==> config.mk <==
export PLATFORM = sky130hd
export DESIGN_NAME = bcd_digit_feeder
export DESIGN_NICKNAME = d
export VERILOG_FILES = /design/src/rtl/bcd_digit_feeder.sv
export SDC_FILE = /design/constraint.sdc
export NUM_CORES = 1
export LEC_CHECK = 0
export BUFFER_PORTS_ARGS = -buffer_cell sky130_fd_sc_hd__buf_4
export CORE_AREA = 8 8 90 92
export DETAILED_ROUTE_END_ITERATION = 10
export DIE_AREA = 0 0 98 100
export GPL_ROUTABILITY_DRIVEN = 0
export GPL_TIMING_DRIVEN = 1
export PLACE_DENSITY = 0.69
export SLEW_MARGIN = 20
export SYNTH_ARGS = -nofsm -noshare
export SYNTH_HDL_FRONTEND = slang
export SYNTH_SLANG_ARGS = --single-unit
==> constraint.sdc <==
create_clock -name i_clk -period 1.7 [get_ports i_clk]
set_input_delay 0.255 -clock i_clk [delete_from_list [all_inputs] [get_ports i_clk]]
set_output_delay 0.255 -clock i_clk [all_outputs]
set_load 0.05 [all_outputs]
==> src/rtl/bcd_digit_feeder.sv <==
// Accepts a 16-bit value, converts it to BCD with a sequential double-dabble or passes hex nibbles,
// and presents one display digit per clock in lockstep with the 7-segment scan.
module bcd_digit_feeder #(
    parameter int         DIN_W    = 16,
    parameter int         MAX_VAL  = 9999,
    parameter logic [3:0] OVF_CODE = 4'hE
) (
    input  logic             i_clk,
    input  logic             i_rstn,
    input  logic             i_valid,
    output logic             o_ready,
    input  logic [DIN_W-1:0] i_data,
    input  logic             i_hex,
    output logic             o_done,
    output logic [1:0]       o_digit_idx,
    output logic [4:0]       o_bcd_data
);

    localparam int               CNT_W = $clog2(DIN_W) + 1;
    localparam logic [DIN_W-1:0] MAX_V = DIN_W'(MAX_VAL);
    localparam logic [CNT_W-1:0] LAST  = CNT_W'(DIN_W - 1);

    typedef enum logic [1:0] {
        IDLE   = 2'd0,
        SHIFT  = 2'd1,
        COMMIT = 2'd2
    } state_t;

    state_t           state_q, state_d;
    logic [15:0]      bcd_q, bcd_d;
    logic [DIN_W-1:0] bin_q, bin_d;
    logic [CNT_W-1:0] cnt_q, cnt_d;
    logic             ovf_q, ovf_d;
    logic [15:0]      disp_q, disp_d;
    logic             done_q, done_d;
    logic [1:0]       idx_q;
    logic [15:0]      adj;

    // Handshake: a value is taken on any edge where i_valid & o_ready; o_ready is high only in IDLE,
    // and i_valid while o_ready is low is dropped, never queued.
    assign o_ready     = (state_q == IDLE);
    assign o_done      = done_q;
    assign o_digit_idx = idx_q;
    assign o_bcd_data  = {1'b0, disp_q[4*idx_q +: 4]};

    always_comb begin
        for (int i = 0; i < 4; i++) begin
            adj[4*i +: 4] = (bcd_q[4*i +: 4] >= 4'd5) ? bcd_q[4*i +: 4] + 4'd3 : bcd_q[4*i +: 4];
        end
    end

    always_comb begin
        state_d = state_q;
        bcd_d   = bcd_q;
        bin_d   = bin_q;
        cnt_d   = cnt_q;
        ovf_d   = ovf_q;
        disp_d  = disp_q;
        done_d  = 1'b0;
        case (state_q)
            IDLE: begin
                if (i_valid) begin
                    if (i_hex) begin
                        disp_d = 16'(i_data);
                        done_d = 1'b1;
                    end else if (i_data > MAX_V) begin
                        ovf_d   = 1'b1;
                        state_d = COMMIT;
                    end else begin
                        bcd_d   = '0;
                        bin_d   = i_data;
                        cnt_d   = '0;
                        ovf_d   = 1'b0;
                        state_d = SHIFT;
                    end
                end
            end
            SHIFT: begin
                bcd_d = {adj[14:0], bin_q[DIN_W-1]};
                bin_d = {bin_q[DIN_W-2:0], 1'b0};
                cnt_d = cnt_q + 1'b1;
                if (cnt_q == LAST) state_d = COMMIT;
            end
            COMMIT: begin
                disp_d  = ovf_q ? {4{OVF_CODE}} : bcd_q;
                done_d  = 1'b1;
                ovf_d   = 1'b0;
                state_d = IDLE;
            end
            default: state_d = IDLE;
        endcase
    end

    always_ff @(posedge i_clk or negedge i_rstn) begin
        if (!i_rstn) begin
            state_q <= IDLE;
            bcd_q   <= '0;
            bin_q   <= '0;
            cnt_q   <= '0;
            ovf_q   <= 1'b0;
            disp_q  <= '0;
            done_q  <= 1'b0;
            idx_q   <= '0;
        end else begin
            state_q <= state_d;
            bcd_q   <= bcd_d;
            bin_q   <= bin_d;
            cnt_q   <= cnt_d;
            ovf_q   <= ovf_d;
            disp_q  <= disp_d;
            done_q  <= done_d;
            idx_q   <= idx_q + 2'd1;
        end
    end

endmodule
---- Yosys cells after proc, flatten, opt, wreduce, memory -nomap -nowiden ----
Index checks and enable logic that the tools add are counted.
word-level totals
  bits in registers ....................... 59
  input bits .............................. 20
  output and inout port bits .............. 9
  word-level logic and storage cells ...... 67
cells by class
  add/subtract/negate cells ............... 6
  magnitude comparators ................... 5
  equal/unequal tests ..................... 8
  shift operators ......................... 1
  multiplexer cells ....................... 32
  reductions and logical operators ........ 7
operators with widths
  cell                                                                               number
  16-bit 2-to-1 mux                                                                  9
  16-bit case mux with 2 select lines                                                3
  4-bit by 3-bit >= comparator with 1-bit output, second input constant              4
  16-bit by 14-bit greater-than comparator with 1-bit output, second input constant  1
  16-bit by 5-bit indexed part select with 4-bit output                              1
  5-bit 2-to-1 mux                                                                   3
  4-bit by 2-bit adder with 4-bit output, second input constant                      3
  4-bit 2-to-1 mux                                                                   3
  5-bit case mux with 2 select lines                                                 1
  3-bit AND reduction                                                                3
  2-bit 2-to-1 mux                                                                   4
  2-bit != test, second input constant                                               4
  5-bit by 1-bit adder with 5-bit output, second input constant                      1
  5-bit by 4-bit == test with 1-bit output, second input constant                    1
  1-bit 2-to-1 mux                                                                   5
  1-bit case mux with 2 select lines                                                 2
  2-bit case mux with 2 select lines                                                 1
  4-bit AND reduction                                                                1
  2-bit nonzero test                                                                 2
  3-bit by 2-bit adder with 3-bit output, second input constant                      1
  3-bit 2-to-1 mux                                                                   1
  2-bit by 1-bit adder with 2-bit output, second input constant                      1
  2-bit by 1-bit == test with 1-bit output, second input constant                    1
  2-bit == test, second input constant                                               1
  2 further kinds                                                                    2

---- Longest topological paths before layout ----
  word-level depth ........................ 5
  mapped depth ............................ 7

---- Worst setup path after synthesis ----
No wires, ideal clock.
  path type ............................... register to register
  start ................................... register state_q[0]
  end ..................................... register disp_q[10]
  arrival time ............................ 1896 ps
  required time ........................... 1580 ps
  slack ................................... -316 ps
  stages on the path, launching flop included .. 7
  buffers on the path ..................... 2
  clock period less this slack ............ 2016 ps
  path through ............................ dfrtp_1 clkbuf_1 nor2_1 nand3_1 clkbuf_1 o22ai_1 nor2_1
on the way
  cells in the longest elaborated chain, start to end .. 3
RTL lines
  item                                                                        line  source
  from (decl)                                                                 29    state_t state_q, state_d;
  from (signal assigned)                                                      105   state_q <= state_d;
  2-bit zero test *                                                           --
  via o_ready                                                                 11    output logic o_ready,
  2-bit by 1-bit != test with 1-bit output (no line) (tied with other cells)  --
  3-bit AND reduction (no line)                                               --
  to (signal assigned)                                                        110   disp_q <= disp_d;
  to (decl)                                                                   34    logic [15:0] disp_q, disp_d;
The timed path passes the listed nets; every way through them passes the cells marked *.
A chain may end at the register's enable or synchronous reset.

---- Worst setup path after layout ----
  start ................................... register idx_q[0], in the netlist o_digit_idx[0]
  end ..................................... output port o_bcd_data[0]
on the way
  cells in the longest elaborated chain, start to end .. 1
RTL lines
  item                                                   line  source
  from (decl)                                            36    logic [1:0] idx_q;
  from (signal assigned)                                 112   idx_q <= idx_q + 2'd1;
  16-bit by 5-bit indexed part select with 4-bit output  44    assign o_bcd_data = {1'b0, disp_q[4*idx_q +: 4]};
  to (decl)                                              16    output logic [4:0] o_bcd_data
No other way between the ends.

==> results by group <==
Synth
  • Syn Area/Cell: 9.95 sq um
  • Yosys warning count: 0
  • Synth Area in XOR/XNOR: 2.32%
  • Post-synthesis sequential area ratio: 49.0%
  • Mapped Area: 0.00301 sq mm
  • Adder-Cell Fraction of Synth Area: 4.15%
  • Largest family of logic cells by synthesized area: simple AND/OR/NAND/NOR gates
  • Mapped Cells: 303
  • Mux cell area share after synthesis: 10.0%
  • Compound-Gate Fraction of Synth Area: 13.0%
  • Synthesized net count: 333
  • Synth area leader: dfrtp_1
  • Post-Synth Simple-Gate Area: 16.9%
  • Top cell type's share of synthesized area: 49.0%
  • Synth Register Bits: 59
  • Synth unique cells: 39
  • Dominant cells by area after synthesis: dfrtp_1 49%, nand2_1 5.7%, nor2_1 4.4%

Drt
  • DRT Pass-1 Iters: 4
  • Via/cell ratio: 5.42
  • ANT nets after route: 0
  • Post-route DRC: 0
  • Routed WL: 7370 um
  • Starting DRT DRC Count: 185
  • DR WL/cell: 16.5 um
  • Vias post-DR: 2422

Flow run
  • Max_cap viols: 0

STA
  • Fin Clk Skew: 6.23 ps
  • Final min period: 1770 ps
  • Endpoints failing setup: 4
  • Final Hold Viols: 0
  • Final Cycle Share: 104%
  • Fin. max-slew vios: 0
  • RSZ-0062 raised after global routing: true
  • WHS: 151 ps
  • Final worst slack: -65.9 ps
  • Fmax: 566 MHz

Final layout
  • Post-layout instance area: 0.00381 sq mm
  • Filler cell count: 574
  • Antenna Diode Count: 0
  • Final #Nets: 392
  • P&R area growth vs syn: 26.6%
  • Layout cell share with drive strength beyond 1: 29.2%

Hold path
  • Worst Hold Class: in -> reg
  • Worst hold start: i_data[0]
  • Hold Path End: bin_q[0]
  • WHS Path Cells: 2

Pwr
  • LEAKAGE: 1.78 nW
  • Maximum VDD drop: 733 uV
  • Power Dens Cells: 1520 mW/mm^2

Global routing
  • Grt ovf: 0
  • Initial antenna violation count: 0
  • Largest net degree at the start of global routing: 40
  • First-pass GRT wire length: 12300 um
  • Total GRT Usage: 16.1%
  • Vias in the first global route: 2471

Floorplan
  • Die area: 0.00980 sq mm
  • Top Ports: 29
  • Core Box Area: 0.00664 sq mm
  • Die Height: 100 um
  • Initial core utilization: 45.4%
  • Core Rows: 30
  • Die width: 98 um

Setup path
  • WS Path Type: reg -> out
  • Worst Path Arrival: 1510 ps
  • Worst-path fanout max: 7
  • Worst r2r path cells: 6
  • CP startpoint: o_digit_idx[0]
  • Critical Path Sink Type: primary output
  • Startpoint types: flop
  • R2r setup slk: 120 ps
  • Largest stage delay, worst path: 540 ps
  • Critical Path RT: 1440 ps
  • Worst-path cell chain: mux4_2, buf_6
  • Slowest CP cell: mux4_2
  • Reg2reg start: state_q[1]
  • Worst flop-to-flop path endpoint: bcd_q[15]

Clock tree
  • Root buf cell: clkbuf_8
  • Clk_lat worst skew: 340 ps
  • Maximum clock path buffer count: 2
  • CTS buffer count: 9
  • Clock transition at path regs: 70 ps
  • # clock sinks: 59
  • H-tree depth reported by CTS: 3
  • CTS tree: done

Placement
  • Hpwl dp: 5380 um
  • Area after DPL: 0.00355 sq mm
  • Buffers on Ports: 27

Outcome
  • Outcome: finished, violations left
  • Violated checks: negative setup slack
==> state kept, by name, summed over array words and instances (netlist names) <==
register     flops
bcd_q           16
cnt_q            5
ovf_q            1
bin_q           16
o_done           1
state_q          2
o_digit_idx      2
disp_q          16
==> report_power, final <==
part / total [mW] / switching, mW / internal, mW
registers: 2.32 / 0.379 / 1.95
clock network: 1.26 / 0.550 / 0.709
logic: 2.22 / 1.13 / 1.09
==> critical path, delay by kind of cell, from the launching register on <==
kind | cells | cell delay [ps]
buf+inv | 1 | 170
flops | 1 | 460
mux | 1 | 540
==> how the worst max path moves through the flow <==
stage	end	slack, ps	cells after the start
floorplan	bin_q[10]	-10	5
global placement	bin_q[6]	-580	5
detailed placement	bin_q[4]	-620	5
CTS	o_bcd_data[0]	-100	2
global route	o_bcd_data[0]	-140	2
finish	o_bcd_data[0]	-70	2
==> cells in the final DEF, fill, tap and decap left out, drive strengths merged, types with 6 or more instances in the layout <==
cell,n
nor3,8
o21ai,10
clkbuf,11
a21oi,15
a22o,9
mux2,13
xnor2,7
nor2,35
dfrtp,59
nand2,46
nor4,6
inv,13
nand2b,6
ha,10
buf,65
o22ai,17
==> layout make-up <==
cell class / count / area (sq um) / share of cell area (%)
repair buffers: 66 / 563 / 14.8
inverters: 13 / 48.8 / 1.28
clock buffers: 11 / 141 / 3.71
multi-input cells: 213 / 1430 / 37.5
well taps: 80 / 100 / 2.62
flip-flops and latches: 59 / 1480 / 38.7
clock inverters: 5 / 52.6 / 1.38
==> cells by family after synthesis <==
kind of cell | count (synthesis)
mux | 21
other cells | 1
flops | 59
buf+inv | 31
xor+xnor | 8
compound gates | 62
simple gates | 111
fa+ha+maj | 10
==> repair_timing <==
action / 4_1_cts / 5_1_grt
endpoints found under the hold margin: 20 / 0
setup buffers: 2 / 1
gates resized for setup: 5 / 2
setup endpoints to repair: 38 / 6
pin swaps: 1 / 0
hold buffers: 1 / 0
==> synth_stat cells (all sizes together) <==
| cell | count |
|---|---|
| o22ai | 17 |
| nand2b | 6 |
| or4 | 1 |
| a31oi | 4 |
| buf | 9 |
| a21o | 1 |
| a21oi | 15 |
| nor3 | 8 |
| o32ai | 3 |
| clkbuf | 9 |
| mux4 | 4 |
| o41ai | 1 |
| nor2b | 2 |
| or3 | 1 |
| nand4 | 1 |
| dfrtp | 59 |
| nand2 | 46 |
| ha | 10 |
| nor2 | 35 |
| conb | 1 |
| a22o | 9 |
| and3 | 1 |
| o21ai | 10 |
| xnor2 | 7 |
| o21bai | 2 |
| nor4 | 6 |
| mux2i | 4 |
| inv | 13 |
| xor2 | 1 |
| or2 | 1 |
| nand3 | 3 |
| mux2 | 13 |
==> routing by layer <==
metal | global-route usage (%) | vias to the layer above | part of all wire [%]
met1 | 19.9 | 1189 | 46
met5 | 0 | - | 0
met2 | 25.4 | 47 | 48
li1 | - | 1171 | -
met3 | 5.47 | 15 | 4.4
met4 | 6.24 | 0 | 1.7
==> metrics by stage <==
stage / TNS (ps) / worst slack [ps] / util, % / power (mW) / cells
after detailed placement: -18340 / -620 / 53.4 / 4.48 / 427
after floorplan: -67.5 / -9.64 / - / 3.81 / 303
final: -245 / -65.9 / 57.4 / 5.80 / 447
after global routing: -527 / -143 / 57.4 / 6.18 / 447
after global placement: -17060 / -585 / 53.4 / 4.39 / 427
after CTS: -387 / -101 / 57.2 / 5.82 / 446
Note: power is estimated with default switching activity, not from simulation.
